File: config.mk
export PLATFORM = sky130hd
export DESIGN_NAME = tile_eoc_sniffer
export DESIGN_NICKNAME = d
export VERILOG_FILES = /design/src/rtl/tile_eoc_pkg.sv /design/src/rtl/sniff_fifo.sv /design/src/rtl/tile_eoc_sniffer.sv
export SDC_FILE = /design/constraint.sdc
export NUM_CORES = 1
export LEC_CHECK = 0
export CELL_PAD_IN_SITES_DETAIL_PLACEMENT = 2
export CELL_PAD_IN_SITES_GLOBAL_PLACEMENT = 2
export CORE_MARGIN = 2
export CORE_UTILIZATION = 44
export DETAILED_ROUTE_END_ITERATION = 16
export GPL_TIMING_DRIVEN = 0
export HOLD_SLACK_MARGIN = 0.03
export PLACE_DENSITY_LB_ADDON = 0.1
export SLEW_MARGIN = 20
export SYNTH_ARGS = -nofsm -noshare
export SYNTH_HDL_FRONTEND = slang
export SYNTH_SLANG_ARGS = --single-unit
File: constraint.sdc
create_clock -name clk -period 21.5 [get_ports clk]
set_input_delay 4.3 -clock clk [delete_from_list [all_inputs] [get_ports clk]]
set_output_delay 4.3 -clock clk [all_outputs]
set_load 0.01 [all_outputs]
File: src/rtl/tile_eoc_pkg.sv
// Shared types and defaults for the end-of-computation / console sniffer.
package tile_eoc_pkg;

    localparam int          TE_ADDR_W     = 32;
    localparam int          TE_DATA_W     = 32;
    localparam logic [31:0] EOC_ADDR_DEF  = 32'h1C00_0000;
    localparam logic [31:0] PUTC_ADDR_DEF = 32'h1C00_0004;

    typedef struct packed {
        logic [TE_ADDR_W-1:0] addr;
        logic                 burst;
    } aw_entry_t;

    typedef struct packed {
        logic [TE_DATA_W-1:0]   data;
        logic [TE_DATA_W/8-1:0] strb;
        logic                   last;
    } w_entry_t;

    typedef enum logic [0:0] {
        ST_PAIR        = 1'b0,
        ST_DRAIN_BURST = 1'b1
    } sniff_state_t;

    function automatic logic strb_all_ones(input logic [TE_DATA_W/8-1:0] strb);
        return &strb;
    endfunction

endpackage

File: src/rtl/sniff_fifo.sv
// Small synchronous FIFO; pointers carry an extra MSB so full and empty differ.
module sniff_fifo #(
    parameter type T     = logic [7:0],
    parameter int  DEPTH = 4
) (
    input  logic                     clk,
    input  logic                     rst_n,
    input  logic                     push,
    input  T                         push_data,
    input  logic                     pop,
    output T                         pop_data,
    output logic                     full,
    output logic                     empty,
    output logic [$clog2(DEPTH):0]   count
);

    localparam int          PW      = $clog2(DEPTH);
    localparam logic [PW:0] PTR_ONE = (PW+1)'(1);

    T            mem_r [DEPTH];
    logic [PW:0] wr_ptr_r;
    logic [PW:0] rd_ptr_r;
    logic        do_push_s;
    logic        do_pop_s;

    // Occupancy flags and the accepted push/pop; a full FIFO takes a push only alongside a pop
    always_comb begin
        count     = wr_ptr_r - rd_ptr_r;
        empty     = (wr_ptr_r == rd_ptr_r);
        full      = (wr_ptr_r[PW-1:0] == rd_ptr_r[PW-1:0]) && (wr_ptr_r[PW] != rd_ptr_r[PW]);
        do_pop_s  = pop & ~empty;
        do_push_s = push & (~full | do_pop_s);
        pop_data  = mem_r[rd_ptr_r[PW-1:0]];
    end

    // Storage and pointer update
    always_ff @(posedge clk or posedge rst_n) begin
        if (rst_n) begin
            wr_ptr_r <= '0;
            rd_ptr_r <= '0;
            for (int i = 0; i < DEPTH; i++) begin
                mem_r[i] <= T'('0);
            end
        end else begin
            if (do_push_s) begin
                mem_r[wr_ptr_r[PW-1:0]] <= push_data;
                wr_ptr_r                <= wr_ptr_r + PTR_ONE;
            end
            if (do_pop_s) begin
                rd_ptr_r <= rd_ptr_r + PTR_ONE;
            end
        end
    end

endmodule

File: src/rtl/tile_eoc_sniffer.sv
// Passive AW/W observer: pairs write beats, raises EOC on the exit register
// and feeds console characters into a valid/ready FIFO.
module tile_eoc_sniffer
    import tile_eoc_pkg::*;
#(
    parameter int          ADDR_W     = TE_ADDR_W,
    parameter int          DATA_W     = TE_DATA_W,
    parameter logic [31:0] EOC_ADDR   = EOC_ADDR_DEF,
    parameter logic [31:0] PUTC_ADDR  = PUTC_ADDR_DEF,
    parameter int          Q_DEPTH    = 4,
    parameter int          CHAR_DEPTH = 16
) (
    input  logic                clk,
    input  logic                rst_n,
    input  logic                aw_valid,
    input  logic                aw_ready,
    input  logic [ADDR_W-1:0]   aw_addr,
    input  logic [7:0]          aw_len,
    input  logic                w_valid,
    input  logic                w_ready,
    input  logic [DATA_W-1:0]   w_data,
    input  logic [DATA_W/8-1:0] w_strb,
    input  logic                w_last,
    output logic                eoc_o,
    output logic [31:0]         exit_code_o,
    output logic                char_valid_o,
    output logic [7:0]          char_o,
    input  logic                char_ready_i,
    output logic                proto_err_o
);

    aw_entry_t    aw_in_s;
    aw_entry_t    aw_head_s;
    w_entry_t     w_in_s;
    w_entry_t     w_head_s;
    logic         aw_beat_s;
    logic         w_beat_s;
    logic         aw_push_s;
    logic         w_push_s;
    logic         aw_pop_s;
    logic         w_pop_s;
    logic         aw_full_s;
    logic         aw_empty_s;
    logic         w_full_s;
    logic         w_empty_s;
    logic         pair_avail_s;
    logic         pair_single_s;
    logic         char_push_s;
    logic         char_pop_s;
    logic         char_full_s;
    logic         char_empty_s;
    logic [7:0]   char_head_s;
    logic         err_set_s;
    logic [$clog2(Q_DEPTH):0]    aw_count_unused_s;
    logic [$clog2(Q_DEPTH):0]    w_count_unused_s;
    logic [$clog2(CHAR_DEPTH):0] char_count_unused_s;
    sniff_state_t state_r;

    // Handshake capture; a beat arriving at a full queue is dropped before any pop this cycle
    always_comb begin
        aw_beat_s     = aw_valid & aw_ready;
        w_beat_s      = w_valid & w_ready;
        aw_push_s     = aw_beat_s & ~aw_full_s;
        w_push_s      = w_beat_s & ~w_full_s;
        aw_in_s.addr  = aw_addr;
        aw_in_s.burst = (aw_len != 8'd0);
        w_in_s.data   = w_data;
        w_in_s.strb   = w_strb;
        w_in_s.last   = w_last;
    end

    sniff_fifo #(.T(aw_entry_t), .DEPTH(Q_DEPTH)) u_aw_q (
        .clk       (clk),
        .rst_n     (rst_n),
        .push      (aw_push_s),
        .push_data (aw_in_s),
        .pop       (aw_pop_s),
        .pop_data  (aw_head_s),
        .full      (aw_full_s),
        .empty     (aw_empty_s),
        .count     (aw_count_unused_s)
    );

    sniff_fifo #(.T(w_entry_t), .DEPTH(Q_DEPTH)) u_w_q (
        .clk       (clk),
        .rst_n     (rst_n),
        .push      (w_push_s),
        .push_data (w_in_s),
        .pop       (w_pop_s),
        .pop_data  (w_head_s),
        .full      (w_full_s),
        .empty     (w_empty_s),
        .count     (w_count_unused_s)
    );

    // Pairing: bursts hold the AW head and drain W until its last beat
    always_comb begin
        aw_pop_s      = 1'b0;
        w_pop_s       = 1'b0;
        pair_single_s = 1'b0;
        pair_avail_s  = ~aw_empty_s & ~w_empty_s;
        if (pair_avail_s) begin
            if ((state_r == ST_DRAIN_BURST) || aw_head_s.burst) begin
                w_pop_s  = 1'b1;
                aw_pop_s = w_head_s.last;
            end else begin
                w_pop_s       = 1'b1;
                aw_pop_s      = 1'b1;
                pair_single_s = 1'b1;
            end
        end else begin
            aw_pop_s      = 1'b0;
            w_pop_s       = 1'b0;
            pair_single_s = 1'b0;
        end
    end

    // Console decode and sticky-error sources
    always_comb begin
        char_push_s = 1'b0;
        char_pop_s  = char_ready_i & ~char_empty_s;
        err_set_s   = (aw_beat_s & aw_full_s) | (w_beat_s & w_full_s);
        if (pair_single_s && (aw_head_s.addr == PUTC_ADDR) && w_head_s.strb[0]) begin
            char_push_s = 1'b1;
            err_set_s   = err_set_s | (char_full_s & ~char_pop_s);
        end else begin
            char_push_s = 1'b0;
        end
        if (pair_single_s && (aw_head_s.addr == EOC_ADDR) && !strb_all_ones(w_head_s.strb)) begin
            err_set_s = 1'b1;
        end else if (pair_avail_s && (state_r == ST_PAIR) && aw_head_s.burst) begin
            err_set_s = 1'b1;
        end else begin
            err_set_s = err_set_s;
        end
    end

    sniff_fifo #(.T(logic [7:0]), .DEPTH(CHAR_DEPTH)) u_char_q (
        .clk       (clk),
        .rst_n     (rst_n),
        .push      (char_push_s),
        .push_data (w_head_s.data[7:0]),
        .pop       (char_pop_s),
        .pop_data  (char_head_s),
        .full      (char_full_s),
        .empty     (char_empty_s),
        .count     (char_count_unused_s)
    );

    // The FIFO head is register state, so it is already stable for the consumer
    always_comb begin
        char_valid_o = ~char_empty_s;
        char_o       = char_head_s;
    end

    // Pairing FSM, EOC capture and sticky error
    always_ff @(posedge clk or posedge rst_n) begin
        if (rst_n) begin
            state_r     <= ST_PAIR;
            eoc_o       <= 1'b0;
            exit_code_o <= 32'h0000_0000;
            proto_err_o <= 1'b0;
        end else begin
            if (err_set_s) begin
                proto_err_o <= 1'b1;
            end
            if (pair_avail_s) begin
                case (state_r)
                    ST_PAIR: begin
                        if (aw_head_s.burst && !w_head_s.last) begin
                            state_r <= ST_DRAIN_BURST;
                        end
                    end
                    ST_DRAIN_BURST: begin
                        if (w_head_s.last) begin
                            state_r <= ST_PAIR;
                        end
                    end
                    default: state_r <= ST_PAIR;
                endcase
            end
            // The first complete EOC write wins; later ones are ignored
            if (pair_single_s && (aw_head_s.addr == EOC_ADDR) &&
                strb_all_ones(w_head_s.strb) && !eoc_o) begin
                eoc_o       <= 1'b1;
                exit_code_o <= w_head_s.data[31:0];
            end
        end
    end

endmodule

=== Word-level counts from Yosys, hierarchy flattened ===
Index checks and enable logic that the tools add are counted.

* Reduce and logical (&&, ||, !) cells: 21
* Magnitude comparators: 9
* Mux-type cells: 30
* Add/sub/neg operators: 6
* Eq/ne operators: 11
* Bitwise logic cells: 34

{| class="wikitable"
|+ Operator list
! operator !! number
|-
| bitwise mux 148 bit || 1
|-
| bitwise mux 132 bit || 1
|-
| bitwise mux 128 bit || 1
|-
| two-way mux 37 bit || 3
|-
| two-way mux 33 bit || 3
|-
| binary-select mux 37 bit (select 2 bit) || 1
|-
| demux 37 bit (select 2 bit) || 1
|-
| binary-select mux 33 bit (select 2 bit) || 1
|-
| demux 33 bit (select 2 bit) || 1
|-
| equality test 32 x 29 -> 1 bit (second input constant) || 2
|-
| binary-select mux 8 bit (select 4 bit) || 1
|-
| demux 8 bit (select 4 bit) || 1
|-
| two-way mux 8 bit || 3
|-
| AND 1 bit || 15
|-
| logical AND 1 bit || 15
|-
| adder 3 x 1 -> 3 bit (second input constant) || 4
|-
| >= comparator 3 bit (second input constant) || 4
|-
| inverter 2 -> 3 bit || 4
|-
| two-way mux 1 bit || 11
|-
| adder 5 x 1 -> 5 bit (second input constant) || 2
|-
| >= comparator 5 bit (second input constant) || 2
|-
| inverter 4 -> 5 bit || 2
|-
| inverter 1 bit || 8
|-
| nonzero test 8 bit || 1
|-
| other kinds (12) || 23
|}

* Bits of input ports: 84
* Word-level logic and storage cells: 157
* Register bits after elaboration: 465
* Output and inout port bits: 43

=== Longest topological paths before layout ===
* Depth after elaboration: 12
* Gate-level depth with buffers: 10
* Depth with buffers taken out: 6

=== Modules after synthesis ===
A second synthesis with hierarchy kept.

* Cells, all modules: 1318
* Area total of the unflattened synthesis: 21648.3 sq um

{| class="wikitable"
|+ By module, submodules not included
! module !! area each (sq um) !! sequential area each (sq um) !! times used !! cells each
|-
| sniff_fifo at u_w_q || 6880.3 || 3853.7 || 1 || 402
|-
| sniff_fifo at u_char_q || 6635.1 || 3453.3 || 1 || 441
|-
| sniff_fifo at u_aw_q || 6611.3 || 3453.3 || 1 || 365
|-
| tile_eoc_sniffer || 1521.5 || 875.8 || 1 || 110
|}

=== Worst setup path before layout ===
No wires, ideal clock.

* Path type: register -> output
* Start: register u_char_q.rd_ptr_r[0]
* End: output port char_o[0]
* Required time: 17200 ps
* Data arrival time: 2291 ps
* Stages on the path, launching flop included: 5
* Path buffers: 2
* Path slack: 14909 ps
* Path through: dfrtp_1 -> clkbuf_1 -> buf_1 -> mux4_2 -> mux4_2

* Cells in the longest elaborated chain, start to end: 4

{| class="wikitable"
|+ Ends and longest elaborated chain
! item !! line !! RTL
|-
| from (decl) || sniff_fifo.sv:22 || <nowiki>logic [PW:0] rd_ptr_r;</nowiki>
|-
| from (signal assigned) || sniff_fifo.sv:50 || <nowiki>rd_ptr_r <= rd_ptr_r + PTR_ONE;</nowiki>
|-
| inverter 4 -> 5 bit (not written as such) || sniff_fifo.sv:33 || <nowiki>pop_data = mem_r[rd_ptr_r[PW-1:0]];</nowiki>
|-
| binary-select mux 8 bit (select 4 bit) || sniff_fifo.sv:33 ||
|-
| two-way mux 8 bit (not written as such) (2 in a row) || sniff_fifo.sv:33 ||
|-
| to (decl) || tile_eoc_sniffer.sv:27 || <nowiki>output logic [7:0] char_o,</nowiki>
|}

Every way passes these cells. The select of a mux whose other input is x is not followed.

=== Worst setup path after layout ===
Ends and elaborated chain as after synthesis.

==> metrics.md <==
| Metric | Value |
|---|---|
| Power Total | `3.165 mW` |
| FP Rows | `slightly below 80` |
| Global-route wire length before repair | `83530 um` |
| Most common flop cell mapped by yosys | `dfrtp_1` |
| Worst path max stage delay | `between 800 and 900 ps` |
| Slew @ Worst Pin | `1065 ps` |
| Post-CTS Hold Buffers | `0` |
| Max VDD drop | `between 70 and 80 uV` |
| Overflow after GRT | `0` |
| CP max-delay cell | `buf_1` |
| Total Routing Usage GR | `23.10%` |
| Setup Skew | `24.93 ps` |
| Worst-path clk slew | `around 60 ps` |
| Pin count of the biggest net entering global routing | `between 80 and 90` |
| Setup ws final | `13100 ps` |
| PwrDens | `131.4 nW/um^2` |
| DRC Markers | `0` |
| Die area | `approximately 48000 sq um` |
| Final wirelength | `52110 um` |
| Crit path kind | `flop to primary output` |
| DP Worst Slack | `13630 ps` |
| Top cell by count, worst path | `mux4_2` |
| Maximum clock frequency | `between 0.1 and 0.15 GHz` |
| Drt initial violations | `523` |
| Leakage | `around 11 nW` |
| CTS Root Cell | `clkbuf_16` |
| Nets | `between 1500 and 2000` |
| Post-DP HPWL | `34600 um` |
| Asr flop ratio synth | `100.0%` |
| Post-CTS Repair Setup Buffers | `0` |
| TritonCTS clock tree | `built` |
| Antenna Cells | `0` |
| Top delay family on crit path | `buffers and inverters` |
| Post-synthesis sequential area ratio | `57.74%` |
| Yosys warnings | `0` |
| Worst-path cell chain | `clkbuf_1 -> buf_1 -> mux4_2 -> mux4_2 -> clkdlybuf4s50_1` |
| Vias in the first global route | `13660` |
| Fin. max-slew vios | `0` |
| Clk_lat worst skew | `600 ps` |
| FF-to-FF setup slack | `18020 ps` |
| Unrepaired setup endpoints after global routing | `no` |
| Cells after Synth | `1274` |
| I/O Buffers | `126` |
| Clk sinks | `465` |
| Synthesized cell area | `20150 sq um` |
| Slew headroom | `28.97%` |
| Outcome | `finished, final reports clean` |
| Area Overhead vs Synth | `19.51%` |
| Vias per cell | `5.511` |
| Number of CTS-inserted buffers | `52` |
| Antenna viol nets, final | `0` |
| Die height | `around 220 um` |
| Core area | `45280 sq um` |
| Antenna violations before repair | `1` |
| Chip width | `~220 um` |
| Syn_area_per_cell | `about 16 sq um` |
| Worst min-delay path class | `flop to flop` |
| Setup violations, final | `0` |
| Syn nets | `1373` |
| Startpoint Class | `flop` |
| EDFF count, synth | `0` |
| Min Tclk post-route | `8402 ps` |
| Crit path capture type | `primary output` |
| WP data required | `between 15000 and 20000 ps` |
| WL/cell | `about 25 um` |
| Initial core utilization | `about 45%` |
| Synth Register Bits | `465` |
| Post-CTS Resized | `0` |
| Tcrit/Tclk final | `39.08%` |
| Max clock buf depth | `3` |
| Fillcell total | `4094` |
| 1st-pass router iterations | `4` |
| Critical-path maximum fanout | `10` |
| Number of placed I/O pins | `approximately 130` |
| Layout cells sized above 1 | `between 40 and 50%` |
| Buf+Inv Stages, Crit Path | `3` |
| Final hold vios | `0` |
| Via count | `about 12000` |
| Worst EP arrival | `4100 ps` |
| Routability cong. | `about 0.73` |
| Netlist cell types | `42` |
| MaxCap Viol Count | `0` |
| # H-tree levels | `2` |
[cell type report]
cell class	count	area (sq um)	share of cell area [%]
sequential	465	11640	48.31
clock buffer	79	1564	6.494
buffer	65	291.5	1.210
tap	600	750.7	3.117
inverter	8	37.54	0.1558
timing repair buffer	132	1426	5.922
multi-input combinational	736	8198	34.04
clock inverter	19	181.4	0.7532
[flip-flops by register name (all words and copies together) (netlist names)]
name               cells
eoc_o                  1
exit_code_o           32
proto_err_o            1
state_r                1
u_aw_q.mem_r         132
u_aw_q.rd_ptr_r        3
u_aw_q.wr_ptr_r        3
u_char_q.mem_r       128
u_char_q.rd_ptr_r      5
u_char_q.wr_ptr_r      5
u_w_q.mem_r          148
u_w_q.rd_ptr_r         3
u_w_q.wr_ptr_r         3
[power breakdown]
part | internal, mW | switching (mW) | total [mW] | leakage, nW
combinational | 0.472 | 0.468 | 0.940 | 3.92
clock | 0.537 | 0.364 | 0.901 | 0.875
sequential | 1.16 | 0.164 | 1.32 | 5.91
total | 2.17 | 0.995 | 3.17 | 10.7
[tightest hold or removal path: cells and delay by family, from the launching register on]
| kind | cells | cell delay [ps] |
|---|---|---|
| DFF | 1 | 340 |
| and+or+nand+nor | 1 | 50 |
| AOI/OAI and AO/OA | 1 | 60 |
[synthesized netlist by cell type (11+ instances only)]
| cell type | instances | area share, % |
|---|---|---|
| ha_1 | 15 | 0.93 |
| dfrtp_1 | 465 | 58 |
| nor3_1 | 13 | 0.32 |
| mux4_2 | 77 | 8.6 |
| xor2_1 | 16 | 0.70 |
| xnor2_1 | 11 | 0.48 |
| nor4_1 | 14 | 0.43 |
| clkbuf_1 | 44 | 0.82 |
| nand4_1 | 13 | 0.40 |
| mux2_2 | 439 | 25 |
| nor2_1 | 23 | 0.43 |
| nand3_1 | 11 | 0.27 |
| nand2_1 | 39 | 0.73 |
[cell families after synthesis]
family                   after synthesis  share of synthesized area, %
buffers and inverters                 73                         1.589
AND/OR/NAND/NOR                      147                         4.377
multiplexers                         519                         33.29
AO/OA/AOI/OAI                         28                        0.9064
XOR/XNOR                              27                         1.173
flip-flops                           465                         57.74
adder cells (fa/ha/maj)               15                        0.9312
[through the flow]
stage	std cells	setup TNS, ps	hold slack, ps	instance area, sq um	util, %
finish	2104	0	485.2	24090	53.19
CTS	2104	0	490.5	24080	53.19
global route	2104	0	512.1	24090	53.19
detailed placement	2006	0	477.1	22340	49.33
floorplan	1274	0	444.6	20150	-
global placement	2000	-666810	459.9	22170	48.95
[worst paths after layout]
path                                           start                   to  depth (start not counted)
max in group asynchronous                      rst_n      u_w_q.mem_r[32]                          5
worst max register to register    u_aw_q.rd_ptr_r[0]  u_char_q.mem_r[104]                          8
worst max-delay path            u_char_q.rd_ptr_r[0]            char_o[0]                          5
worst min-delay path                 u_aw_q.mem_r[0]      u_aw_q.mem_r[0]                          2
min in group asynchronous                      rst_n     u_aw_q.mem_r[88]                          2
worst min register to register       u_aw_q.mem_r[0]      u_aw_q.mem_r[0]                          2
[metal layers]
| metal | up-vias | part of all wire, % | GRT usage, % |
|---|---|---|---|
| met2 | 174 | 51 | 39.87 |
| met3 | 75 | 3.4 | 3.626 |
| li1 | 5087 | - | - |
| met1 | 6258 | 44 | 30.44 |
| met4 | 2 | 1.9 | 6.054 |
| met5 | - | 0.025 | 0 |
[layout by cell type (no fill, tap or decap), drive strengths merged, types with 2 or more instances in the layout]
master,count
a22oi,5
nor4,14
xor2,16
clkinv,13
nor2,23
inv,11
o21ai,7
nand2,39
bufinv,3
a211oi,2
nor4bb,2
clkdlybuf4s50,126
a21oi,3
clkbuf,125
mux2,440
and3,2
nor3b,2
mux2i,2
nor4b,4
o22ai,4
nor2b,5
ha,15
nand4,13
xnor2,11
a21o,2
or4,2
mux4,77
nor3,29
dfrtp,465
nand3,11
buf,25
No activity file was read; power rests on OpenSTA's default activity.
